[src/rtl/seq_divider.sv]
// Multi-cycle signed integer divider (radix-2 restoring on magnitudes + sign fix-up).
// Result layout matches the Booth multiplier: Z = {remainder, quotient}.
// Ports:
//   clock    - system clock, rising edge
//   clear    - asynchronous active-low reset
//   start    - division request, sampled only in IDLE
//   A, B     - signed dividend / divisor, captured on the accept edge
//   busy     - high while iterating or fixing signs
//   done     - one-cycle completion pulse; Z valid from this cycle on
//   div_zero - divisor was zero on the last accept
//   Z        - {remainder, quotient}, held until the next completion
module seq_divider #(
    parameter int unsigned WIDTH = 32,
    parameter int unsigned CNT_W = 6
) (
    input  logic                 clock,
    input  logic                 clear,
    input  logic                 start,
    input  logic [WIDTH-1:0]     A,
    input  logic [WIDTH-1:0]     B,
    output logic                 busy,
    output logic                 done,
    output logic                 div_zero,
    output logic [2*WIDTH-1:0]   Z
);

    typedef enum logic [1:0] {
        IDLE = 2'd0,
        CALC = 2'd1,
        FIX  = 2'd2,
        DONE = 2'd3
    } state_t;

    state_t               state, state_n;
    logic [WIDTH:0]       p, p_n;
    logic [WIDTH-1:0]     q, q_n;
    logic [WIDTH-1:0]     mag_b, mag_b_n;
    logic [CNT_W-1:0]     cnt, cnt_n;
    logic                 sign_q, sign_q_n;
    logic                 sign_r, sign_r_n;
    logic [2*WIDTH-1:0]   z_n;
    logic                 div_zero_n;
    logic                 busy_n;
    logic                 done_n;

    logic [WIDTH:0]       p_sh;
    logic [WIDTH:0]       trial;
    logic [WIDTH-1:0]     quo_fix;
    logic [WIDTH-1:0]     rem_fix;

    // Two's-complement magnitude; the most negative value maps onto itself,
    // which is the correct unsigned magnitude.
    function automatic logic [WIDTH-1:0] mag(input logic [WIDTH-1:0] v);
        return v[WIDTH-1] ? (~v + WIDTH'(1)) : v;
    endfunction

    // State and datapath registers
    always_ff @(posedge clock or negedge clear) begin
        if (!clear) begin
            state    <= IDLE;
            p        <= '0;
            q        <= '0;
            mag_b    <= '0;
            cnt      <= '0;
            sign_q   <= 1'b0;
            sign_r   <= 1'b0;
            Z        <= '0;
            div_zero <= 1'b0;
            busy     <= 1'b0;
            done     <= 1'b0;
        end else begin
            state    <= state_n;
            p        <= p_n;
            q        <= q_n;
            mag_b    <= mag_b_n;
            cnt      <= cnt_n;
            sign_q   <= sign_q_n;
            sign_r   <= sign_r_n;
            Z        <= z_n;
            div_zero <= div_zero_n;
            busy     <= busy_n;
            done     <= done_n;
        end
    end

    // One restoring step: shift {P,Q} left, try subtracting |B| from P
    always_comb begin
        p_sh  = {p[WIDTH-1:0], q[WIDTH-1]};
        trial = p_sh - {1'b0, mag_b};
    end

    // Sign fix-up of the magnitude results
    always_comb begin
        quo_fix = sign_q ? (~q + WIDTH'(1)) : q;
        rem_fix = sign_r ? (~p[WIDTH-1:0] + WIDTH'(1)) : p[WIDTH-1:0];
    end

    // Next-state and next-register logic
    always_comb begin
        state_n    = state;
        p_n        = p;
        q_n        = q;
        mag_b_n    = mag_b;
        cnt_n      = cnt;
        sign_q_n   = sign_q;
        sign_r_n   = sign_r;
        z_n        = Z;
        div_zero_n = div_zero;

        case (state)
            IDLE: begin
                if (start) begin
                    if (B == '0) begin
                        z_n        = {A, {WIDTH{1'b1}}};
                        div_zero_n = 1'b1;
                        state_n    = DONE;
                    end else begin
                        sign_q_n   = A[WIDTH-1] ^ B[WIDTH-1];
                        sign_r_n   = A[WIDTH-1];
                        q_n        = mag(A);
                        mag_b_n    = mag(B);
                        p_n        = '0;
                        cnt_n      = '0;
                        div_zero_n = 1'b0;
                        state_n    = CALC;
                    end
                end
            end
            CALC: begin
                if (!trial[WIDTH]) begin
                    p_n = trial;
                    q_n = {q[WIDTH-2:0], 1'b1};
                end else begin
                    p_n = p_sh;
                    q_n = {q[WIDTH-2:0], 1'b0};
                end
                cnt_n = cnt + CNT_W'(1);
                if (cnt == CNT_W'(WIDTH - 1)) begin
                    state_n = FIX;
                end
            end
            FIX: begin
                z_n        = {rem_fix, quo_fix};
                div_zero_n = 1'b0;
                state_n    = DONE;
            end
            DONE: begin
                state_n = IDLE;
            end
            default: begin
                state_n = IDLE;
            end
        endcase

        // done rises on the edge that leaves DONE, so it follows completion by one cycle
        busy_n = (state_n == CALC) || (state_n == FIX);
        done_n = (state == DONE);
    end

endmodule

[config.mk]
export PLATFORM = sky130hd
export DESIGN_NAME = seq_divider
export DESIGN_NICKNAME = d
export VERILOG_FILES = /design/src/rtl/seq_divider.sv
export SDC_FILE = /design/constraint.sdc
export NUM_CORES = 1
export LEC_CHECK = 0
export ABC_AREA = 1
export CAP_MARGIN = 40
export CORE_UTILIZATION = 30
export DETAILED_ROUTE_END_ITERATION = 7
export SYNTH_ARGS = -nofsm -noshare
export SYNTH_HDL_FRONTEND = slang
export SYNTH_SLANG_ARGS = --single-unit
[constraint.sdc]
create_clock -name clock -period 2.5 [get_ports clock]
set_clock_uncertainty 0.1 [all_clocks]
set_input_delay 0.5 -clock clock [delete_from_list [all_inputs] [get_ports clock]]
set_output_delay 0.5 -clock clock [all_outputs]
set_load 0.01 [all_outputs]
==> results of run 1 <==
==> final timing paths <==
kind	start	end	slack (ns)	depth (start not counted)
hold / removal	Z[54]$_DFFE_PN0P_	Z[54]$_DFFE_PN0P_	0.39	2
min in group asynchronous	clear	Z[44]$_DFFE_PN0P_	0.47	2
setup reg to reg	p[21]$_DFFE_PN0P_	p[29]$_DFFE_PN0P_	0.06	14
hold reg to reg	Z[54]$_DFFE_PN0P_	Z[54]$_DFFE_PN0P_	0.39	2
setup / recovery	p[21]$_DFFE_PN0P_	p[29]$_DFFE_PN0P_	0.06	14
max in group asynchronous	clear	mag_b[0]$_DFFE_PN0P_	1.15	3
==> flip-flops by register name, summed over array words and instances, names as in the netlist <==
signal,cells
mag_b,32
state,2
Z,64
sign_r,1
done,1
div_zero,1
q,32
cnt,6
busy,1
sign_q,1
p,32
==> per-stage QoR <==
step	TNS [ns]	cells	cell area [µm²]	total power, µW	hold WS [ns]
final	0	2975	17300	25000	0.386
after CTS	0	2975	17200	24700	0.395
after detailed placement	-5.10	2942	16600	21900	0.378
after global routing	-0.120	2975	17300	27500	0.411
after global placement	-2.39	2942	16600	21800	0.372
after floorplan	0	2097	13400	15600	0.104
==> cells by family after synthesis <==
| family | synth area share |
|---|---|
| compound gates | 0.116 |
| xor+xnor | 0.0425 |
| fa+ha+maj | 0.0360 |
| buf+inv | 0.107 |
| flops | 0.323 |
| simple gates | 0.375 |
==> cell type report <==
type	instances	area, µm²	share of cell area
inverter	291	1090	0.0630
multi-input combinational	1571	7780	0.449
clock buffer	22	454	0.0262
clock inverter	10	105	0.00606
tap	592	741	0.0427
timing repair buffer	316	2840	0.164
sequential	173	4330	0.250
==> repair_timing <==
| item | CTS | global route |
|---|---|---|
| hold endpoints to repair | 45 | 0 |
| resized for setup | 1 | 31 |
| pin swaps | 0 | 3 |
| hold buffers | 1 | 0 |
| setup endpoints to repair | 2 | 34 |
==> cell usage after synthesis, drive strengths merged, types with 3 or more instances <==
master,count,share of area
ha,37,0.035
a21oi,45,0.018
nand3b,16,0.0092
dfrtp,173,0.32
buf,30,0.016
nor2,232,0.067
o22ai,4,0.0019
clkbuf,32,0.0091
o211ai,10,0.0056
a22oi,26,0.015
or2,9,0.0042
xor2,47,0.031
nand4,20,0.0093
nand2,680,0.19
inv,291,0.081
xnor2,18,0.012
o21ai,157,0.060
o31ai,3,0.0017
a31oi,19,0.0089
nand3,216,0.082
nor3,14,0.0064
==> worst register-to-register path, delay by kind of cell, from the launching register on <==
kind            cells  cell delay, ns
fa+ha+maj           1            0.35
compound gates      1            0.28
simple gates        9            0.87
flops               1            0.46
buf+inv             3            0.25
==> power by group through the flow <==
stage          combinational [µW]  sequential, µW  clock [µW]
6_report                    16800            5520        2660
5_1_grt                     19000            5660        2800
2_1_floorplan               10200            5390           0
4_1_cts                     16500            5460        2710
3_5_place_dp                16400            5510           0
3_3_place_gp                16300            5480           0
==> metal layers <==
layer | vias up | part of all wire
li1 | 7249 | -
met1 | 6640 | 0.45
met2 | 397 | 0.47
met3 | 47 | 0.054
met4 | 0 | 0.021
met5 | - | 0
==> metrics, run 1 <==
initial antenna violation count 0; CTS Buf Count 17; Min-Delay Path Class reg2reg; Critical Path Source Type register; syn_area_per_cell 6.39 µm²; Die Width 213 µm; Final nets 2,475; final setup vio count 0; Clk Latency, worst-skew pair 0.46 ns; setup ws final 0.0623 ns; Req. time, crit path 2.75 ns; crit path max fanout 4; Worst Tran Pin Value 0.613 ns; final WL 47,300 µm; RSZ-0062 raised after global routing yes; Mapped Area 0.0134 mm²; total grt overflow 0; Area growth, synth to finish 29.4%; global-route wire length before repair 73,800 µm; Initial Utilization 0.304; WP buf/inv 3; sequential share of power 0.220; post-synth net total 2,202; vias in the first global route 13,500; met1 usage 0.286; die footprint 0.0455 mm²; CTS root buffer clkbuf_16; EDFF count, synth 0; Slew HR 0.588; core area 0.0441 mm²; final core occ 0.393; post-detailed-route count of antenna-violating nets 0; Rows 77; Pleak 0.00872 µW; TritonCTS Sinks 173; register area share after synthesis 0.323; gp weighted congestion 0.914; routed via count 14,300; share of cells above drive strength 1 0.117; Detailed Routing Iterations Pass 1 8; CP dominant cell by count nand2_1; outcome complete, no violations; fill count 4,729; clock network fraction of total power 0.106; Internal 12,400 µW; antenna cells 0; fmax 410 MHz; DRC viols 0; GR peak layer met2; crit path kind reg2reg; Worst VDD drop 0.722 mV; Starting DRT DRC Count 1,094; Gate power share 0.673; Main synth FF type dfrtp_1; Place WS -0.126 ns; Tcrit/Tclk final 0.975; Max-cap violations 0; number of synthesized register bits 173; Distinct cells, synth 52; met3 usage 0.0258; CTS tree done; Final Hold Fails 0; Vias/cell 4.82; commonest non-fill, non-tap cell in the layout nand2_1; largest net degree at the start of global routing 50; CP arrival 2.69 ns; chip height 213 µm; Async SR Flop Fraction 1.00; Slowest-stage cell, CP dfrtp_1; most frequent cells in the layout 665 x nand2_1, 285 x inv_1, 220 x nor2_1; HPWL Detailed 38,700 µm; sw power 12,700 µW; PD cells 1440 mW/mm²; WL/cell 15.9 µm; max-slew violations 0; Yosys warnings 0; number of port buffers 133; CP endpoint kind register; Cells after Synth 2,097; total track usage 0.210; IO Pins 134; clock slew at reported path FFs 0.08 ns; Crit path largest cell delay 0.46 ns; minimum clock period 2.44 ns; H-Tree Depth 4; Net Sw Frac 0.506; clk buf depth 2; Post-CTS Repair Setup Buffers 0; crit path cell chain ha_1 -> nand2_2 -> inv_1 -> nand2_1 -> nand2_1 -> inv_1 -> nand2_1 -> a21oi_4 -> nand3_2 -> nand3_2 -> buf_4 -> nand2_1 -> nand2_1 -> nand2_1; met2 Use GR 0.350; CP top delay family simple AND/OR/NAND/NOR gates
Power figures use the tool's default switching activity.
==> inputs of run 2 (changes only) <==
- REMOVE_ABC_BUFFERS: default -> 1
==> run 2 against run 1 <==
  * Non-clock buffer count is 4 higher
  * Wire length is 5.6% lower
  * Global-route usage is 1.2 points lower
  * Die area stayed put
  * Cell count is 0.13% higher
  * Largest cell class unchanged
  * Largest power group unchanged
==> metrics, run 2 (synthesis gave the netlist of run 1 again) <==
crit path kind reg2reg; fmax 417 MHz; Internal 12,800 µW; Slew HR 0.627; fin cells 2,979; Max-cap violations 0; antenna cells 0; fill count 4,708; die footprint 0.0455 mm²; Die Width 213 µm; largest net degree at the start of global routing 58; Critical Path Source Type register; final setup vio count 0; Net Sw Frac 0.494; global-route wire length before repair 70,200 µm; commonest non-fill, non-tap cell in the layout nand2_1; clock network fraction of total power 0.114; Placed Cells 2,941; Crit path largest cell delay 0.40 ns; Gate power share 0.670; outcome complete, no violations; PD cells 1440 mW/mm²; crit path max fanout 5; max reg flops 64; Detailed Routing Iterations Pass 1 5; total grt overflow 0; Hold Startpoint Z[49]$_DFFE_PN0P_; gp weighted congestion 0.940; CTS Buf Count 17; CTS tree done; Initial Utilization 0.304; IO Pins 134; Place WS -0.297 ns; WL/cell 15.0 µm; Area growth, synth to finish 31.4%; Worst VDD drop 0.590 mV; vias in the first global route 13,400; CTS root buffer clkbuf_16; CP arrival 2.65 ns; total track usage 0.198; H-Tree Depth 4; Pleak 0.00881 µW; Starting DRT DRC Count 833; final WL 44,700 µm; max-slew violations 0; post-detailed-route count of antenna-violating nets 0; clk buf depth 2; Min-Delay Path Class reg2reg; routed via count 14,200; minimum clock period 2.40 ns; sequential share of power 0.216; CP endpoint kind register; Rows 77; most frequent cells in the layout 663 x nand2_1, 285 x inv_1, 221 x nor2_1; DRC viols 0; Req. time, crit path 2.75 ns; Design Power 25,300 µW; Clk Latency, worst-skew pair 0.47 ns; TritonCTS Sinks 173; Worst Tran Pin Value 0.558 ns; Slowest-stage cell, CP dfrtp_1; Final Hold Fails 0; share of cells above drive strength 1 0.122; Most flops, register Z; clock slew at reported path FFs 0.08 ns; WHS 0.381 ns; R2R Path Start q[31]$_DFFE_PN0P_; Vias/cell 4.78; crit path cell chain inv_4 -> ha_4 -> fa_2 -> inv_2 -> nand2_2 -> nand2_2 -> nand3_2 -> nand2_2 -> nand2_2 -> nand2_4 -> nand2_4 -> nand2_4 -> nand2_4 -> nand2_8 -> clkbuf_16 -> nand2_1 -> nand3_1 -> nand2_1; number of port buffers 133; chip height 213 µm; setup ws final 0.101 ns; initial antenna violation count 0; Final nets 2,479; core area 0.0441 mm²; Tcrit/Tclk final 0.960; sw power 12,500 µW; critical path launch point q[31]$_DFFE_PN0P_; HPWL Detailed 35,900 µm
## run 2: cell types whose count changed in the layout (fill, tap and decap cells not counted), moves of 3 or more
| cell | before | now |
|---|---|---|
| clkinv_8 | 0 | 6 |
| buf_12 | 9 | 13 |
| clkbuf_1 | 4 | 0 |
| ha_1 | 30 | 26 |
| ha_4 | 5 | 8 |
## run 2: final cells by class
class / count / area [µm²] / area share
well taps: 592 / 741 / 0.0421
repair buffers: 320 / 2950 / 0.168
clock inverters: 15 / 213 / 0.0121
multi-input cells: 1571 / 7850 / 0.446
clock buffers: 17 / 425 / 0.0242
inverters: 291 / 1090 / 0.0622
flip-flops and latches: 173 / 4330 / 0.246
## run 2: repair_timing
action / in CTS / in global routing
endpoints found under the hold margin: 51 / 0
resized for setup: 6 / 35
hold buffers: 1 / 0
cloned: 0 / 3
pin swaps: 0 / 7
endpoints found under the setup margin: 33 / 37
setup buffers: 0 / 2
## run 2: path summary, 6_finish.rpt
path | end | slack [ns] | cells past startpoint
max in group asynchronous | Z[55]$_DFFE_PN0P_ | 1.10 | 3
min | Z[49]$_DFFE_PN0P_ | 0.38 | 2
min in group asynchronous | q[0]$_DFFE_PN0P_ | 0.47 | 2
max | p[17]$_DFFE_PN0P_ | 0.10 | 18
max reg2reg | p[17]$_DFFE_PN0P_ | 0.10 | 18
min reg2reg | Z[49]$_DFFE_PN0P_ | 0.38 | 2
## run 2: worst max-delay path: cells and delay by family (launching register included)
| family | cells | cell delay [ns] |
|---|---|---|
| and+or+nand+nor | 13 | 0.96 |
| adders and majority gates | 2 | 0.53 |
| buffers and inverters | 3 | 0.29 |
| DFF | 1 | 0.40 |
## run 2: per-stage QoR
step	cell area (µm²)	setup TNS [ns]	util
after CTS	17300	0	0.393
final	17600	0	0.399
after detailed placement	16700	-28.56	0.378
after floorplan	13100	-59.19	-
after global placement	16700	-24.11	0.378
after global routing	17600	-0.0291	0.399
## run 2: power by group through the flow
stage	Combinational [µW]	Sequential, µW	Clock (µW)
finish	17000	5480	2890
global route	19100	5650	3070
CTS	16200	5430	2950
detailed placement	16100	5470	0
global placement	15900	5440	0
floorplan	9790	5460	0
## run 2: layer usage
| metal | vias up | routed length [µm] | GRT usage |
|---|---|---|---|
| met5 | - | 0 | 0 |
| met4 | 0 | 1250 | 0.0714 |
| met3 | 81 | 2050 | 0.0227 |
| met2 | 363 | 21100 | 0.334 |
| met1 | 6538 | 20200 | 0.260 |
| li1 | 7244 | - | - |
==> inputs of run 3 (changes only) <==
- CORE_UTILIZATION: 30 -> 59
- PLACE_DENSITY: default -> 0.82
==> run 3 against run 2 <==
  * Global-route usage up 16 points
  * Sequential share of layout area up 0.76 points
  * Maximum frequency down 3.9%
  * Highest routed layer unchanged
  * The flow now finishes with violations (DRC)
  * Critical path depth unchanged
  * Sequential power down 0.7%
  * Flip-flop and latch count unchanged
  * Power up 1.6%
  * Setup slack worse by 0.098 ns
  * Largest power group unchanged
  * Count of clock-buffer cells in the layout unchanged
==> metrics, run 3 (synthesis gave the netlist of run 1 again) <==
Initial Utilization 0.609; commonest non-fill, non-tap cell in the layout nand2_1; Vias/cell 5.62; PD cells 1510 mW/mm²; max-slew violations 0; post-detailed-route count of antenna-violating nets 0; Rows 54; final core occ 0.775; clk buf depth 2; CTS Buf Count 17; fin cells 2,639; WHS 0.384 ns; fmax 400 MHz; outcome finished, violations left; CP arrival 2.73 ns; crit path max fanout 5; Finished Cell Area 0.0171 mm²; Placed Cells 2,601; Tcrit/Tclk final 0.999; largest net degree at the start of global routing 47; global-route wire length before repair 67,500 µm; final WL 42,700 µm; Die Width 153 µm; share of cells above drive strength 1 0.121; initial antenna violation count 0; Placed Instance Area 0.0161 mm²; total grt overflow 0; CP top delay family simple AND/OR/NAND/NOR gates; failing checks DRC; minimum clock period 2.50 ns; chip height 153 µm; gp weighted congestion 0.998; RSZ-0062 raised after global routing yes; total negative slack 0 ns; CP dominant cell by count nand2_2; core area 0.0220 mm²; Detailed Routing Iterations Pass 1 8; Final nets 2,451; final setup vio count 0; Slew HR 0.620; Req. time, crit path 2.73 ns; CP endpoint kind register; Worst VDD drop 0.730 mV; WL/cell 16.2 µm; number of port buffers 133; Final Hold Fails 0; H-Tree Depth 4; Min-Delay Path Class reg2reg; Max-cap violations 0; Most flops, register Z; Crit path largest cell delay 0.41 ns; CTS tree done; most frequent cells in the layout 646 x nand2_1, 285 x inv_1, 223 x nor2_1; max reg flops 64; DRC viols 12; IO Pins 134; crit path kind reg2reg; Area growth, synth to finish 27.4%; die footprint 0.0233 mm²; TritonCTS Sinks 173; crit path cell chain inv_4 -> ha_4 -> fa_2 -> inv_2 -> nand2_2 -> nand2_2 -> nand3_2 -> nand2_2 -> nand2_2 -> nand2_4 -> nand2_8 -> nand2_8 -> nand2_8 -> nand2_8 -> clkbuf_16 -> nand2_2 -> nand3_2 -> nand2_1; internal reg-to-reg setup slack 0.002 ns; clock slew at reported path FFs 0.08 ns; antenna cells 0; routed via count 14,800; vias in the first global route 13,900; HPWL Detailed 32,600 µm; Clk Latency, worst-skew pair 0.45 ns; Worst Tran Pin Value 0.569 ns; Slowest-stage cell, CP dfrtp_1; WP buf/inv 3; CTS root buffer clkbuf_16; Starting DRT DRC Count 1,275; Critical Path Source Type register; Pleak 0.00873 µW; total track usage 0.363
## run 3: cell count changes in the layout (fill, tap and decap cells not counted), sizes merged
| cell | delta |
|---|---|
| bufinv | -1 |
| buf | -28 |
| clkinv | +1 |
## run 3: worst register-to-register path: stages, from the launching register on
cell	delay (ns)
dfrtp_1	0.41
inv_4	0.09
ha_4	0.18
fa_2	0.36
inv_2	0.08
nand2_2	0.05
nand2_2	0.08
nand3_2	0.07
nand2_2	0.07
nand2_2	0.06
nand2_4	0.10
nand2_8	0.09
nand2_8	0.12
nand2_8	0.08
nand2_8	0.12
clkbuf_16	0.17
nand2_2	0.06
nand3_2	0.05
nand2_1	0.06
## run 3: report_power, final
part | leakage [µW] | switching, µW | internal (µW) | total, µW
clock | 0.000292 | 1350 | 1350 | 2700
sequential | 0.00211 | 1230 | 4210 | 5440
combinational | 0.00633 | 10400 | 7210 | 17600
total | 0.00873 | 13000 | 12800 | 25800
## run 3: what timing repair did
item,CTS,global route
setup buffers,0,3
hold buffers,1,0
endpoints found under the hold margin,35,0
resized for setup,6,66
pin swaps,0,24
setup endpoints to repair,33,36
gates cloned,0,3
## run 3: path summary, 6_finish.rpt
check,from,to,depth (start not counted)
max,q[31]$_DFFE_PN0P_,p[18]$_DFFE_PN0P_,18
min,Z[55]$_DFFE_PN0P_,Z[55]$_DFFE_PN0P_,2
max reg2reg,q[31]$_DFFE_PN0P_,p[18]$_DFFE_PN0P_,18
min reg2reg,Z[55]$_DFFE_PN0P_,Z[55]$_DFFE_PN0P_,2
max in group asynchronous,clear,busy$_DFF_PN0_,3
min in group asynchronous,clear,Z[4]$_DFFE_PN0P_,2
## run 3: stage by stage
step                total power, µW  setup slack, ns
CTS                           24100          0.00399
floorplan                     15300           -0.744
detailed placement            21300           -0.229
global placement              20900           -0.195
finish                        25800          0.00242
global route                  27900          -0.0863
## run 3: per-layer routing
| metal | vias to the layer above | share of wire | global-route usage | wire [µm] |
|---|---|---|---|---|
| li1 | 7205 | - | - | - |
| met1 | 6728 | 0.38 | 0.418 | 16400 |
| met2 | 725 | 0.49 | 0.657 | 21100 |
| met3 | 169 | 0.068 | 0.0452 | 2900 |
| met4 | 0 | 0.055 | 0.190 | 2360 |
| met5 | - | 0 | 0 | 0 |
## run 3: cell type report
class                   instances  area (µm²)
well taps                     280         350
inverters                     291        1090
flip-flops and latches        173        4330
multi-input cells            1571        7950
fillers                      1707        4950
clock inverters                15         168
clock buffers                  17         425
repair buffers                292        2760
